<file path="src/rtl/note_playback_sequencer_pkg.sv">
// Shared definitions for the note playback sequencer: FSM encoding,
// event-word layout and the song time limit.
package note_playback_sequencer_pkg;

    typedef enum logic [2:0] {
        IDLE  = 3'd0,
        FETCH = 3'd1,
        LOAD  = 3'd2,
        WAIT  = 3'd3,
        EMIT  = 3'd4,
        DONE  = 3'd5
    } state_t;

    localparam int EVENT_BITS  = 36;
    localparam int TS_BITS     = 29;
    localparam int EV_LAST_BIT = 35;
    localparam int EV_ON_BIT   = 34;
    localparam int EV_NOTE_MSB = 33;
    localparam int EV_NOTE_LSB = 29;
    localparam int EV_TS_MSB   = 28;
    localparam int EV_TS_LSB   = 0;

    localparam logic [TS_BITS-1:0] MAX_TIME_US = 29'd300_000_000;

    // A timestamp beyond the song limit marks the end of the song.
    function automatic logic past_song_end(input logic [EVENT_BITS-1:0] ev);
        return ev[EV_TS_MSB:EV_TS_LSB] > MAX_TIME_US;
    endfunction

endpackage

</file>
<file path="src/rtl/note_playback_sequencer_time_reached_cmp.sv">
// Unsigned 29-bit "time reached" compare between the running microsecond
// counter and the timestamp of the latched event.
module time_reached_cmp
    import note_playback_sequencer_pkg::*;
(
    input  logic [TS_BITS-1:0] timeNow,
    input  logic [TS_BITS-1:0] target,
    output logic               reached
);

    assign reached = (timeNow >= target);

endmodule

</file>
<file path="src/rtl/note_playback_sequencer.sv">
// Note playback sequencer: walks an external event memory (1-cycle
// synchronous read), waits for each event's timestamp against the upstream
// microsecond counter, and emits one noteValid pulse per event.
//
// state | meaning
// IDLE  | not playing, waiting for start
// FETCH | rdAddr presented to the event memory
// LOAD  | rdData valid; latch event word, detect end-of-song timestamp
// WAIT  | hold until timeNow reaches the latched timestamp
// EMIT  | noteValid high; advance address or finish
// DONE  | song finished, waiting for a restart
module note_playback_sequencer
    import note_playback_sequencer_pkg::*;
#(
    parameter int ADDR_BITS = 8,
    parameter int NOTE_BITS = 5
)
(
    input  logic                  clk,
    input  logic                  resetn,
    input  logic                  start,
    input  logic                  stop,
    input  logic [TS_BITS-1:0]    timeNow,
    output logic [ADDR_BITS-1:0]  rdAddr,
    input  logic [EVENT_BITS-1:0] rdData,
    output logic                  timerEnable,
    output logic                  timerClear,
    output logic                  noteValid,
    output logic [NOTE_BITS-1:0]  noteIndex,
    output logic                  noteOn,
    output logic                  busy,
    output logic                  done
);

    state_t                state;
    logic [EVENT_BITS-1:0] event_q;
    logic                  reached;
    logic                  last_addr;
    logic                  song_last;
    logic                  in_busy;

    time_reached_cmp u_time_reached_cmp (
        .timeNow (timeNow),
        .target  (event_q[EV_TS_MSB:EV_TS_LSB]),
        .reached (reached)
    );

    // The top address is forced to be the final event so rdAddr never wraps.
    assign last_addr = (rdAddr == '1);
    assign song_last = event_q[EV_LAST_BIT] | last_addr;
    assign in_busy   = (state != IDLE) && (state != DONE);

    // Sequencer FSM with all outputs registered alongside the state.
    always_ff @(posedge clk or posedge resetn) begin
        if (resetn) begin
            state       <= IDLE;
            rdAddr      <= '0;
            event_q     <= '0;
            timerEnable <= 1'b0;
            timerClear  <= 1'b0;
            noteValid   <= 1'b0;
            noteIndex   <= '0;
            noteOn      <= 1'b0;
            busy        <= 1'b0;
            done        <= 1'b0;
        end else begin
            timerClear <= 1'b0;
            noteValid  <= 1'b0;
            if (stop && in_busy) begin
                state       <= IDLE;
                timerEnable <= 1'b0;
                busy        <= 1'b0;
                done        <= 1'b0;
            end else begin
                case (state)
                    IDLE, DONE: begin
                        // stop has priority over a simultaneous start
                        if (start && !stop) begin
                            state       <= FETCH;
                            rdAddr      <= '0;
                            timerClear  <= 1'b1;
                            timerEnable <= 1'b1;
                            busy        <= 1'b1;
                            done        <= 1'b0;
                        end
                    end
                    FETCH: begin
                        state <= LOAD;
                    end
                    LOAD: begin
                        event_q <= rdData;
                        if (past_song_end(rdData)) begin
                            state       <= DONE;
                            timerEnable <= 1'b0;
                            busy        <= 1'b0;
                            done        <= 1'b1;
                        end else begin
                            state <= WAIT;
                        end
                    end
                    WAIT: begin
                        if (reached) begin
                            state     <= EMIT;
                            noteValid <= 1'b1;
                            noteIndex <= NOTE_BITS'(event_q[EV_NOTE_MSB:EV_NOTE_LSB]);
                            noteOn    <= event_q[EV_ON_BIT];
                        end
                    end
                    EMIT: begin
                        if (song_last) begin
                            state       <= DONE;
                            timerEnable <= 1'b0;
                            busy        <= 1'b0;
                            done        <= 1'b1;
                        end else begin
                            state  <= FETCH;
                            rdAddr <= rdAddr + ADDR_BITS'(1);
                        end
                    end
                    default: begin
                        state       <= IDLE;
                        timerEnable <= 1'b0;
                        busy        <= 1'b0;
                        done        <= 1'b0;
                    end
                endcase
            end
        end
    end

endmodule

</file>
<file path="config.mk">
export PLATFORM = sky130hd
export DESIGN_NAME = note_playback_sequencer
export DESIGN_NICKNAME = d
export VERILOG_FILES = /design/src/rtl/note_playback_sequencer_pkg.sv /design/src/rtl/note_playback_sequencer_time_reached_cmp.sv /design/src/rtl/note_playback_sequencer.sv
export SDC_FILE = /design/constraint.sdc
export NUM_CORES = 1
export LEC_CHECK = 0
export BUFFER_PORTS_ARGS = -buffer_cell sky130_fd_sc_hd__buf_2
export CAP_MARGIN = 20
export CORE_AREA = 2 2 85 79
export CTS_CLUSTER_SIZE = 24
export DETAILED_ROUTE_END_ITERATION = 6
export DIE_AREA = 0 0 87 81
export GPL_TIMING_DRIVEN = 0
export HOLD_SLACK_MARGIN = 0.02
export PLACE_DENSITY_LB_ADDON = 0.25
export SETUP_SLACK_MARGIN = 0.02
export SYNTH_ARGS = -nofsm -noshare
export SYNTH_HDL_FRONTEND = slang
export SYNTH_SLANG_ARGS = --single-unit
</file>
<file path="constraint.sdc">
create_clock -name clk -period 2.7 [get_ports clk]
set_clock_uncertainty 0.2 [all_clocks]
set_input_delay 0 -clock clk [delete_from_list [all_inputs] [get_ports clk]]
set_output_delay 0 -clock clk [all_outputs]
set_load 0.03 [all_outputs]
</file>
==> flow_summary.json, run 1 <==
{
  "synth-async-reset-ratio": 1.00,
  "tns_ns": 0,
  "grt_pass1_vias": 2759,
  "start_util": 0.499,
  "cts-root-buf": "clkbuf_8",
  "synth-seq-cells": 57,
  "tritoncts": "done",
  "p_leak_nw": 2.22,
  "synth-edff-count": 0,
  "drv_cap": 0,
  "clk_pin_slew_ns": 0.07,
  "fin_nets": 569,
  "cp_max_fo": 7,
  "drt-total-wl_um": 7800,
  "grt-ovfl-total": 0,
  "clockBufferDepth": 2,
  "portBuffers": 87,
  "slowest_stage": "nor4_4",
  "wl_per_cell_um": 14.2,
  "layout-drive-gt1-share": 0.288,
  "yosys_most_used_dff": "dfrtp_1",
  "crit_arrival_ns": 2.60,
  "via_per_inst": 5.17,
  "clkSinkCount": 57,
  "htreeDepth": 3,
  "worstPathRequired_ns": 2.71,
  "grtUsageTotal": 0.228,
  "critPathTopFamily": "simple AND/OR/NAND/NOR gates",
  "synthToLayoutAreaGrowth_pct": 42.7,
  "firstDrtPassIters": 4,
  "cpPeakStageDelay_ns": 0.34,
  "diodes": 0,
  "synth_cells": 331,
  "status": "finished, final reports clean",
  "num_vias": 2845,
  "fp.dieW_um": 87,
  "drc_errors": 0,
  "path_cells": "inv_1 -> ha_4 -> nand4_4 -> nor4_4 -> o211ai_1 -> o2111ai_2 -> o21ai_4 -> nor2_4 -> buf_12 -> mux2_2",
  "clock_insertion_delay_worst_skew_ns": 0.33,
  "ant_nets": 0,
  "power_mw": 4.05,
  "fin_crit_sh": 0.957,
  "antenna_found_initial": 0,
  "grt_max_degree": 35,
  "yosysWarnings": 0,
  "syn_area_per_cell_um2": 9.46,
  "hold_class": "input port to async pin",
  "maxSlewHeadroom": 0.643,
  "dp_hpwl_um": 5370,
  "seq_area_frac_synth": 0.455,
  "row_count": 28,
  "path_buf_inv": 2,
  "rsz0062_at_grt": "no",
  "io_pins": 88,
  "hold_viol_final": 0,
  "power.density_nw_per_um2": 906,
  "vdd_drop_max_mv": 0.507,
  "final_common_cell": "buf_2",
  "critPathKind": "flop to flop",
  "finalMaxSlewViolations": 0,
  "timing.fmax_ghz": 0.387,
  "core-area_um2": 6270,
  "place.gp.congestion": 0.869,
  "grt_first_pass_wirelength_um": 12500,
  "worst_pin_slew_ns": 0.535,
  "yosysUniqueCellTypes": 40,
  "die_area_um2": 7050,
  "cts_buffers": 9,
  "die_h_um": 81,
  "worstSetupStartpointType": "flop",
  "period_minus_slack_ns": 2.58,
  "setup-violations-final": 0,
  "most-common-layout-cells": "93 x buf_2, 57 x dfrtp_1, 46 x nand2_1, 39 x dlygate4sd3_1, 35 x o21ai_0",
  "critPathCaptureType": "flop",
  "synthesis.nets": 430,
  "drtIter0Drc": 116,
  "synth_area_um2": 3130
}
==> report_power, final <==
| part | switching [mW] | internal, mW | leakage [nW] | total (mW) |
|---|---|---|---|---|
| sequential | 0.133 | 1.19 | 0.722 | 1.33 |
| combinational | 0.920 | 0.691 | 1.35 | 1.61 |
| clock | 0.354 | 0.756 | 0.140 | 1.11 |
| total | 1.41 | 2.64 | 2.22 | 4.05 |
==> sequential cells by signal, summed over array words and instances (netlist names) <==
name        cells
noteOn          1
state           3
event_q        36
rdAddr          8
timerClear      1
noteIndex       5
busy            1
done            1
noteValid       1
==> path summary, 6_finish.rpt <==
path	startpoint	endpoint	slack (ns)	cells past startpoint
setup / recovery	event_q[18]	noteIndex[3]	0.12	10
hold / removal	resetn	noteIndex[2]	0.05	3
setup reg to reg	event_q[18]	noteIndex[3]	0.12	10
hold reg to reg	event_q[30]	noteIndex[1]	0.30	1
max in group asynchronous	resetn	event_q[7]	1.68	4
min in group clk	timeNow[20]	state[2]	0.13	6
==> stage by stage <==
step | hold slack (ns) | util | std cells | cell area, um^2 | setup slack [ns]
after CTS | 0.0726 | 0.695 | 549 | 4360 | 0.0303
after detailed placement | -0.119 | 0.587 | 494 | 3680 | 0.0135
after global routing | 0.122 | 0.712 | 550 | 4470 | 0.0113
after global placement | 0.0196 | 0.584 | 493 | 3660 | 0.0938
after floorplan | -0.127 | - | 331 | 3130 | 0.375
final | 0.0514 | 0.712 | 550 | 4470 | 0.116
==> worst min-delay path, stage by stage <==
cell and delay [ns]:
dlygate4sd3_1 0.53, buf_2 0.12, inv_2 0.39
==> synthesized netlist by cell type, types with 4 or more instances <==
master / count / share of area
nand3_1: 4 / 0.0064
nand4_1: 6 / 0.012
nand2_1: 46 / 0.055
inv_1: 33 / 0.040
dfrtp_1: 57 / 0.46
clkbuf_1: 6 / 0.0072
nand2b_1: 6 / 0.012
nor2_1: 23 / 0.028
a21oi_1: 15 / 0.024
nor4_1: 4 / 0.0080
o21ai_0: 36 / 0.058
buf_2: 6 / 0.0096
ha_1: 30 / 0.12
mux2_2: 14 / 0.050
xor2_1: 6 / 0.017
o31ai_1: 4 / 0.0096
==> cells by family after synthesis <==
logic type                 count (synthesis)  synth area share
DFF                                       57             0.455
and+or+nand+nor                          105             0.160
adders and majority gates                 30             0.120
muxes                                     14            0.0503
xor gates and xnor gates                   7            0.0196
AOI/OAI and AO/OA                         72             0.136
buffers and inverters                     46            0.0587
==> per-layer routing <==
metal | track usage | wire [um] | part of all wire
met5 | 0 | 0 | 0
met4 | 0.0953 | 176 | 0.023
met3 | 0.0447 | 405 | 0.052
met2 | 0.363 | 3540 | 0.45
met1 | 0.305 | 3680 | 0.47
==> final cells by class <==
cell class | instances | area, um^2
buffer | 13 | 60.1
clock buffer | 11 | 151
clock inverter | 5 | 125
fill | 480 | 1800
inverter | 33 | 124
multi-input combinational | 228 | 1620
sequential | 57 | 1430
tap | 75 | 93.8
timing repair buffer | 128 | 866
==> repair_timing <==
item                                   in CTS  in global routing
endpoints found under the hold margin     100                  0
setup endpoints to repair                   6                  6
resized for setup                           1                 13
buffers inserted                            0                  1
hold buffers                               39                  0
pin swaps                                   0                  4
(Power assumes the default switching activity.)
==> inputs of run 2 (changes only) <==
--- a/config.mk
+++ b/config.mk
@@ -14,6 +14,7 @@
 export GPL_TIMING_DRIVEN = 0
 export HOLD_SLACK_MARGIN = 0.02
 export PLACE_DENSITY_LB_ADDON = 0.25
+export REMOVE_ABC_BUFFERS = 1
 export SETUP_SLACK_MARGIN = 0.02
 export SYNTH_ARGS = -nofsm -noshare
 export SYNTH_HDL_FRONTEND = slang
==> run 2 against run 1 <==
Net effect:
- non-clock buffer count fell by 12
- sequential share of layout area grew 1.5 points
- clock-buffer cell count rose by 1
- utilization down 3.1 points
- clock power down 35%
- setup slack gained 0.036 ns
- design area is 4.4% lower
- register-to-register slack better by 0.04 ns
- total power decreased by 12%
- via count is 3.0% lower
- fmax grew 1.4%
- critical endpoint is now noteIndex[0]
- largest power group unchanged
- highest routed layer unchanged
==> flow_summary.json, run 2 (synthesis results as in run 1) <==
{
  "placed_area_um2": 3660,
  "grt_max_degree": 42,
  "die_area_um2": 7050,
  "worstHoldEndpoint": "state[1]",
  "hold_class": "input port to flop",
  "dp_hpwl_um": 4850,
  "worst_pin_slew_ns": 0.818,
  "critPathCaptureType": "flop",
  "status": "finished, final reports clean",
  "start_util": 0.499,
  "period_minus_slack_ns": 2.55,
  "clockBufferDepth": 2,
  "min_from": "timeNow[20]",
  "drtIter0Drc": 129,
  "cts_buffers": 9,
  "firstDrtPassIters": 5,
  "multi_input_comb_area_um2": 1580,
  "io_pins": 88,
  "hold_viol_final": 0,
  "power_mw": 3.56,
  "wl_per_cell_um": 13.6,
  "cts-root-buf": "clkbuf_8",
  "diodes": 0,
  "worstSetupStartpointType": "flop",
  "via_per_inst": 5.16,
  "grt_first_pass_wirelength_um": 12000,
  "finalNonFillerCells": 535,
  "place_inst": 482,
  "fin_nets": 557,
  "drc_errors": 0,
  "clk_pin_slew_ns": 0.06,
  "drv_cap": 0,
  "clkSinkCount": 57,
  "setup-violations-final": 0,
  "grtUsageTotal": 0.221,
  "p_leak_nw": 2.12,
  "finalInstanceArea_um2": 4270,
  "worstPathRequired_ns": 2.71,
  "fill_cells": 491,
  "final_common_cell": "buf_2",
  "vdd_drop_max_mv": 0.463,
  "layout-drive-gt1-share": 0.267,
  "htreeDepth": 3,
  "clock_insertion_delay_worst_skew_ns": 0.33,
  "cp-startpoint": "event_q[14]",
  "drt-total-wl_um": 7270,
  "fp.dieW_um": 87,
  "maxSlewHeadroom": 0.453,
  "reg2reg_to": "noteIndex[0]",
  "portBuffers": 87,
  "min_path_cells": 7,
  "tns_ns": 0,
  "num_vias": 2760,
  "largest_register_ff_count": 36,
  "cpPeakStageDelay_ns": 0.36,
  "fin_util": 0.681,
  "rrSetupSlack_ns": 0.15,
  "core-area_um2": 6270,
  "place.gp.congestion": 0.794,
  "grt-ovfl-total": 0,
  "reg.largest.list": "event_q: 36 flops, rdAddr: 8 flops, noteIndex: 5 flops",
  "ant_nets": 0,
  "rsz0062_at_grt": "yes",
  "crit_arrival_ns": 2.56,
  "tritoncts": "done",
  "critPathKind": "flop to flop",
  "grt_pass1_vias": 2753,
  "row_count": 28,
  "timing.fmax_ghz": 0.393,
  "die_h_um": 81,
  "path_cells": "inv_1 -> ha_1 -> nand4_1 -> nor4_4 -> o211ai_1 -> o2111ai_2 -> o21ai_4 -> nor2_4 -> mux2_2",
  "regArea_um2": 1430,
  "r2r_start": "event_q[14]",
  "power.density_nw_per_um2": 834,
  "synthToLayoutAreaGrowth_pct": 36.4,
  "finalMaxSlewViolations": 0,
  "slowest_stage": "mux2_2",
  "antenna_found_initial": 0,
  "r2r_cells": 9,
  "post_cts_buffers": 0,
  "fin_crit_sh": 0.944,
  "most-common-layout-cells": "87 x buf_2, 57 x dfrtp_1, 46 x nand2_1, 40 x dlygate4sd3_1, 36 x o21ai_0",
  "top_register": "event_q",
  "cp_max_fo": 7
}
==> run 2: cell types whose count changed in the layout (fill, tap and decap cells not counted), sizes merged <==
cell	change
clkbuf	-5
clkinv	-1
buf	-7
bufinv	-3
dlygate4sd3	+1
==> run 2: what timing repair did <==
action                                 in CTS  in global routing
setup endpoints to repair                   0                  6
endpoints found under the hold margin     104                  0
gates resized for setup                     0                  6
hold buffers                               40                  0
==> run 2: metrics by stage <==
| step | hold WS [ns] | setup WS [ns] |
|---|---|---|
| after detailed placement | -0.184 | 0.111 |
| after global routing | 0.159 | 0.00155 |
| after CTS | 0.144 | 0.0896 |
| final | 0.135 | 0.152 |
| after global placement | 0.0204 | -1.79 |
| after floorplan | -0.127 | -0.692 |
==> run 2: layer usage <==
layer | GRT usage | wire (um)
met2 | 0.373 | 3490
met3 | 0.0498 | 342
met4 | 0.106 | 169
met5 | 0 | 0
met1 | 0.268 | 3270
==> run 2: where the power goes <==
part | switching (mW) | internal (mW) | total (mW)
registers | 0.172 | 1.19 | 1.37
logic | 0.840 | 0.634 | 1.47
clock network | 0.313 | 0.412 | 0.725
total | 1.32 | 2.24 | 3.56
==> run 2: cell type report <==
| cell class | instances | share of cell area |
|---|---|---|
| Timing Repair Buffer | 129 | 0.207 |
| Sequential cell | 57 | 0.334 |
| Tap cell | 75 | 0.0220 |
| Clock inverter | 1 | 0.00703 |
| Inverter | 33 | 0.0290 |
| Multi-Input combinational cell | 228 | 0.370 |
| Clock buffer | 12 | 0.0316 |
==> run 2: worst max-delay path by stage <==
| stage | endpoint | slack, ns | cells after the start |
|---|---|---|---|
| 6_report | noteIndex[0] | 0.15 | 9 |
| 5_1_grt | noteIndex[0] | 0.002 | 9 |
| 4_1_cts | noteIndex[2] | 0.09 | 9 |
| 3_5_place_dp | noteIndex[2] | 0.11 | 9 |
| 3_3_place_gp | event_q[0] | -1.79 | 4 |
| 2_1_floorplan | event_q[0] | -0.69 | 4 |
==> run 2: critical path, delay by kind of cell (launching register included) <==
kind                     cells  cell delay, ns
buffers and inverters        1            0.05
AND/OR/NAND/NOR              3            0.71
multiplexers                 1            0.36
AO/OA/AOI/OAI                3            0.49
adder cells (fa/ha/maj)      1            0.29
flip-flops                   1            0.33
